**config.mk**
```make
export PLATFORM = sky130hd
export DESIGN_NAME = miss_refill_ctrl
export DESIGN_NICKNAME = d
export VERILOG_FILES = /design/src/rtl/miss_refill_ctrl.sv
export SDC_FILE = /design/constraint.sdc
export NUM_CORES = 1
export LEC_CHECK = 0
export BUFFER_PORTS_ARGS = -buffer_cell sky130_fd_sc_hd__buf_2
export CORE_MARGIN = 4
export CORE_UTILIZATION = 30
export DETAILED_ROUTE_END_ITERATION = 12
export GPL_TIMING_DRIVEN = 0
export HOLD_SLACK_MARGIN = 0.1
export PLACE_DENSITY = 0.58
export SLEW_MARGIN = 10
export SYNTH_ARGS = -nofsm -noshare
export SYNTH_HDL_FRONTEND = slang
export SYNTH_SLANG_ARGS = --single-unit
```
**constraint.sdc**
```tcl
create_clock -name clock -period 1.8 [get_ports clock]
set_input_delay 0.09 -clock clock [delete_from_list [all_inputs] [get_ports clock]]
set_output_delay 0.09 -clock clock [all_outputs]
set_load 0.005 [all_outputs]
```
**src/rtl/miss_refill_ctrl.sv**
```systemverilog
`default_nettype none
// ============================================================================
// Module      : miss_refill_ctrl
// Description : Read-miss line refill controller for a 2-way set-associative
//               cache. Fetches one line word-by-word from a 1-cycle-latency
//               backing RAM, writes each word into the selected way's data
//               array and returns the requested word with a done pulse.
//               Optional build macro CRITICAL_WORD_FIRST_EN: fetch starts at
//               the requested offset and wraps; otherwise fetch starts at 0.
// Revision    : 1.0 - initial release
// ============================================================================
module miss_refill_ctrl #(
  parameter int AWIDTH = 3,
  parameter int DWIDTH = 32,
  parameter int OWIDTH = 1
) (
  input  logic              clock,
  input  logic              reset_n,
  input  logic              miss_req,
  input  logic [AWIDTH-1:0] miss_addr,
  input  logic              miss_way,
  output logic              busy,
  output logic [AWIDTH-1:0] mem_addr,
  output logic              mem_re,
  input  logic [DWIDTH-1:0] mem_dout,
  output logic              fill_we,
  output logic              fill_way,
  output logic [AWIDTH-1:0] fill_addr,
  output logic [DWIDTH-1:0] fill_data,
  output logic              done,
  output logic [DWIDTH-1:0] rd_data
);

  localparam int                c_idx_w    = AWIDTH - OWIDTH;
  localparam logic [OWIDTH-1:0] c_last_cnt = '1;

  typedef enum logic [1:0] {
    S_IDLE  = 2'd0,
    S_FETCH = 2'd1,
    S_DRAIN = 2'd2,
    S_DONE  = 2'd3
  } state_t;

  state_t              r_state;
  state_t              w_state_next;

  logic [c_idx_w-1:0]  r_idx;
  logic [OWIDTH-1:0]   r_req_off;
  logic [OWIDTH-1:0]   r_off_cnt;
  logic [OWIDTH-1:0]   r_word_cnt;
  logic [OWIDTH-1:0]   r_fill_off;
  logic                r_way;
  logic                r_fill_we;
  logic [DWIDTH-1:0]   r_rd_data;

  logic [OWIDTH-1:0]   w_start_off;
  logic                w_accept;
  logic                w_last_issue;

`ifdef CRITICAL_WORD_FIRST_EN
  assign w_start_off = miss_addr[OWIDTH-1:0];
`else
  assign w_start_off = '0;
`endif

  assign w_accept     = (r_state == S_IDLE) && miss_req;
  assign w_last_issue = (r_state == S_FETCH) && (r_word_cnt == c_last_cnt);

  // State register
  always_ff @(posedge clock or negedge reset_n) begin
    if (!reset_n) begin
      r_state <= S_IDLE;
    end else begin
      r_state <= w_state_next;
    end
  end

  // Next-state logic: FETCH lasts exactly one line of issue cycles, DRAIN
  // absorbs the final returning word, DONE is a single-cycle pulse
  always_comb begin
    w_state_next = r_state;
    case (r_state)
      S_IDLE:  if (miss_req)     w_state_next = S_FETCH;
      S_FETCH: if (w_last_issue) w_state_next = S_DRAIN;
      S_DRAIN:                   w_state_next = S_DONE;
      S_DONE:                    w_state_next = S_IDLE;
      default:                   w_state_next = S_IDLE;
    endcase
  end

  // Request capture, offset/word counters, fill pipeline and rd_data capture.
  // The offset counter is frozen on the last issue so mem_addr stays stable
  // outside FETCH.
  always_ff @(posedge clock or negedge reset_n) begin
    if (!reset_n) begin
      r_idx      <= '0;
      r_req_off  <= '0;
      r_off_cnt  <= '0;
      r_word_cnt <= '0;
      r_fill_off <= '0;
      r_way      <= 1'b0;
      r_fill_we  <= 1'b0;
      r_rd_data  <= '0;
    end else begin
      r_fill_we <= (r_state == S_FETCH);
      if (r_state == S_FETCH) begin
        r_fill_off <= r_off_cnt;
      end
      if (w_accept) begin
        r_idx      <= miss_addr[AWIDTH-1:OWIDTH];
        r_req_off  <= miss_addr[OWIDTH-1:0];
        r_way      <= miss_way;
        r_off_cnt  <= w_start_off;
        r_word_cnt <= '0;
      end else if ((r_state == S_FETCH) && !w_last_issue) begin
        r_off_cnt  <= r_off_cnt + OWIDTH'(1);
        r_word_cnt <= r_word_cnt + OWIDTH'(1);
      end
      if (r_fill_we && (r_fill_off == r_req_off)) begin
        r_rd_data <= mem_dout;
      end
    end
  end

  assign busy      = (r_state != S_IDLE);
  assign mem_re    = (r_state == S_FETCH);
  assign mem_addr  = {r_idx, r_off_cnt};
  assign fill_we   = r_fill_we;
  assign fill_way  = r_way;
  assign fill_addr = {r_idx, r_fill_off};
  assign fill_data = mem_dout;
  assign done      = (r_state == S_DONE);
  assign rd_data   = r_rd_data;

endmodule
`default_nettype wire

```
Word level (Yosys, flattened, before mapping)

Index checks and enable logic that the tools add are counted.

Add/sub/neg operators: 2
Eq/ne operators: 6
Mux-type cells: 7
Reductions and logical operators: 9

Operator list:

| cell                  | count |
|---|---|
| $pmux W2 S4           | 1 |
| $eq A2 B2 Y1 const B  | 2 |
| $logic_and A1 B1 Y1   | 4 |
| $mux W1               | 4 |
| $mux W2               | 2 |
| $reduce_bool A2 Y1    | 2 |
| $add A1 B1 Y1 const B | 2 |
| $eq A2 B1 Y1 const B  | 1 |
| $logic_not A2 Y1      | 1 |
| $ne A2 B1 Y1 const B  | 1 |
| $ne A2 B2 Y1 const B  | 1 |
| $reduce_and A2 Y1     | 1 |
| $eq A1 B1 Y1          | 1 |
| $logic_not A1 Y1      | 1 |

Bits in registers: 42
Input bits: 39
Output and inout bits: 75
Logic and storage cells: 33

Logic depth before layout (Yosys ltp)

Depth in word-level cells: 6
Depth in mapped cells: 5

Worst setup path after synthesis

Ideal clock, no wire load.

Path kind: register -> register
Start: register r_state[1]
End: register r_state[1]
Setup time: 0.125 ns
Data arrival time: 1.357 ns
Data required time: 1.675 ns
Slack: 0.318 ns
Cell stages (with the launch flop): 6
Buffers on the path: 0
Path through: dfrtp_1 inv_1 ha_1 nor2b_1 a21oi_1 mux2_2

Cells in the longest elaborated chain, start to end: 4
Elaborated cells on any way between the ends: 9
Those cells by class: eq/ne: 5; mux: 1; reduce/logical: 3

RTL lines:

| what                               | RTL line | source |
|---|---|---|
| start: declaration                 | 44       | `state_t r_state;` |
| start signal: assignment           | 74       | `r_state <= w_state_next;` |
| $eq A2 B1 Y1 *                     | n/a      |  |
| net mem_re                         | 24       | `output logic mem_re,` |
| $logic_and A1 B1 Y1                | 67       | `assign w_last_issue = (r_state == S_FETCH) && (r_word_cnt == c_last_cnt);` |
| $ne A2 B1 Y1 (no source line)      | n/a      |  |
| $reduce_and A2 Y1 (no source line) | n/a      |  |

Mark *: on every way through the listed nets, which the timed path passes. The rest lies on a longest branch.
A chain may end at the register's enable or synchronous reset.

Worst setup path after layout

Start: register r_state[1]
End: register r_state[1]

Cells in the longest elaborated chain, start to end: 4
Elaborated cells on any way between the ends: 9
Those cells by class: eq/ne: 5; mux: 1; reduce/logical: 3

RTL lines:

| what                               | RTL line |
|---|---|
| $eq A2 B1 Y1                       | 67, 82 |
| $logic_and A1 B1 Y1                | 67 |
| $ne A2 B1 Y1 (no source line)      | n/a |
| $reduce_and A2 Y1 (no source line) | n/a |

Parallel ways exist; a longest one is shown, timed or not.

==> run_results.csv <==
group,metric,value,unit
die,io_pins,114,
clocking,clk_pin_slew_worst_paths,0.08,ns
cells_and_area,layout_commonest_cell,"buf_2",
cells_and_area,antenna_cells,0,
logic_synthesis,synth_area_per_cell,14.8,µm²
logic_synthesis,synth_mux_area_frac,0.270,
timing,drv_slew,0,
clocking,h-tree-depth,2,
clocking,root_buffer,"clkbuf_8",
logic_synthesis,seq_area_frac_synth,0.516,
critical_path,path_class,"register to register",
clocking,cts_tree,"built",
critical_path,r2r.worst_path.cells,5,
logic_synthesis,synthAdderAreaFrac,0.0307,
timing,tightestPinTransition,0.929,ns
timing,hold_violations,0,
die,design.core.area,6460,µm²
pwr,power.total,0.00454,W
critical_path,crit_chain,"inv_1, ha_1, nor2b_1, a21oi_1, mux2_2",
clocking,post_cts_buffers,0,
global_routing,grt_pass1_wl,7.79,mm
drt,routedWlPerCell,12.7,µm
die,start_util,0.316,
logic_synthesis,yosys.area.top_type,"dfrtp_1",
logic_synthesis,synth_fp_nets,182,
global_routing,grt_overflow,0,
global_routing,first_global_vias,1622,
global_routing,grt_usage,0.117,
logic_synthesis,synth-simple-area-share,0.00982,
clocking,clockBufferDepth,2,
critical_path,critPathLaunchType,"register",
logic_synthesis,synth_compound_area_frac,0.00859,
critical_path,crit_buf_inv,1,
clocking,clock_sinks,42,
drt,drt_wl_total,4.76,mm
critical_path,crit_family,"flip-flops",
hold_path,min_path_type,"input port to asynchronous set/reset pin",
critical_path,cp_max_fo,5,
timing,max_freq,0.620,GHz
critical_path,crit_slowest_cell,"dfrtp_1",
global_routing,antenna_found_initial,0,
logic_synthesis,synth_seq_cells,42,
timing,fin_crit_sh,0.895,
drt,drt_iter0_markers,16,
critical_path,reg2reg_slack,0.19,ns
die,core.rowCount,29,
run_status,status,"finished clean",
critical_path,reg2reg_to,"r_state[1]",
placed_design,gp_congestion,0.709,
timing,rsz0062_at_grt,"false",
drt,drtAntennaViolNets,0,
critical_path,crit_path_end_kind,"register",
cells_and_area,fin_nets,340,
pwr,p_leak,1.73,nW
logic_synthesis,synth_top_family_by_area,"multiplexers",
critical_path,slowest_delay,0.39,ns
die,die_x,90.4,µm
cells_and_area,layout-drive-gt1-share,0.669,
timing,finalSetupTns,0,ns
drt,vias,1519,
timing,skew,0.00313,ns
timing,slew_headroom,0.381,
logic_synthesis,synthCells,138,
drt,via_per_inst,4.07,
logic_synthesis,yosysUniqueCellTypes,15,
clocking,cts_buffers,5,
placed_design,io_buffers,113,
critical_path,cp.required,1.98,ns
global_routing,grt_max_degree,43,
logic_synthesis,mappedNetlistArea,2040,µm²
critical_path,r2r_start,"r_state[1]",
cells_and_area,area_growth,55.0,%
pwr,powerDensity,1440,nW/µm²
pwr,irDropWorstVdd,0.662,mV
logic_synthesis,netlist_top_cells_area,"dfrtp_1 52%, mux2_4 22%, buf_4 13%, mux2_2 4.4%, ha_1 3.1%",
drt,firstDrtPassIters,2,
cells_and_area,final_cell_mix,"113 x buf_2, 42 x dfrtp_1, 38 x dlygate4sd3_1, 36 x buf_4, 30 x mux2_4",
placed_design,dpl.hpwl,3.14,mm
job,maxCapViolCount,0,
logic_synthesis,ys_warn_count,0,
clocking,clk_latency,0.29,ns
logic_synthesis,synth_top_area_frac,0.516,
logic_synthesis,synthXorXnorAreaFrac,0.00859,
critical_path,crit_arrival,1.79,ns
die,die_area,8180,µm²
timing,setup_violations,0,
die,die_y,90.4,µm
drt,route.detailed.drc,0,
timing,min_period,1.61,ns
repair_timing:
action | CTS | global route
gates resized for setup | 0 | 0
hold buffers | 38 | 0
endpoints found under the hold margin | 79 | 0
routing by layer:
metal | wire length (µm) | vias up | part of all wire | GRT usage
li1 | - | 736 | - | -
met1 | 1880 | 703 | 0.39 | 0.136
met2 | 2430 | 69 | 0.51 | 0.201
met3 | 369 | 11 | 0.078 | 0.0383
met4 | 83 | 0 | 0.017 | 0.0459
met5 | 0 | - | 0 | 0
power by group:
part / leakage (nW) / switching [W] / total [W] / internal, W
clock network: 0.0438 / 0.000314 / 0.000575 / 0.000260
logic: 1.19 / 0.000799 / 0.00226 / 0.00146
registers: 0.493 / 0.000264 / 0.00170 / 0.00144
cell usage after synthesis:
library cell / number
inv_1: 4
dfrtp_1: 42
nor2_1: 1
ha_1: 5
mux2_4: 30
nand2_2: 1
xnor2_1: 2
mux2i_1: 1
o21a_1: 1
nor2b_1: 1
buf_6: 3
mux2_2: 8
buf_4: 36
nand2_1: 1
a21oi_1: 2
per-stage QoR:
step	setup WS (ns)	hold WS (ns)	instance area (µm²)	cells	utilization
after CTS	0.188	0.493	3160	373	0.489
after global placement	0.181	0.292	2700	328	0.418
after floorplan	0.318	-0.206	2040	138	-
after detailed placement	0.216	0.296	2700	328	0.418
after global routing	0.0578	0.502	3160	373	0.489
final	0.188	0.479	3160	373	0.489
registers in the layout (all words and copies together) (netlist names):
signal / cells
r_word_cnt: 1
r_state: 2
r_idx: 2
r_fill_off: 1
fill_way: 1
rd_data: 32
r_req_off: 1
r_off_cnt: 1
fill_we: 1
layout make-up:
cell class                      instances  area (µm²)
Fill cell                             576        3300
Sequential cell                        42        1050
Timing Repair Buffer                  151         946
Multi-Input combinational cell         53         668
Buffer                                 39         304
Tap cell                               77        96.3
Clock buffer                            5        68.8
Inverter                                4        15.0
Clock inverter                          2        10.0
cells by family after synthesis:
group,count (synthesis)
AO/OA/AOI/OAI,3
XOR/XNOR,2
adder cells (fa/ha/maj),5
buffers and inverters,43
flip-flops,42
multiplexers,39
AND/OR/NAND/NOR,4
worst max path at each step:
stage	from	cells past startpoint	end	slack [ns]
global route	r_state[1]	5	r_state[1]	0.06
global placement	r_state[1]	5	r_state[1]	0.18
CTS	r_state[1]	5	r_state[1]	0.19
floorplan	r_state[1]	5	r_state[1]	0.32
detailed placement	r_state[1]	5	r_state[1]	0.22
finish	r_state[1]	5	r_state[1]	0.19
Note: power is estimated with default switching activity, not from simulation.
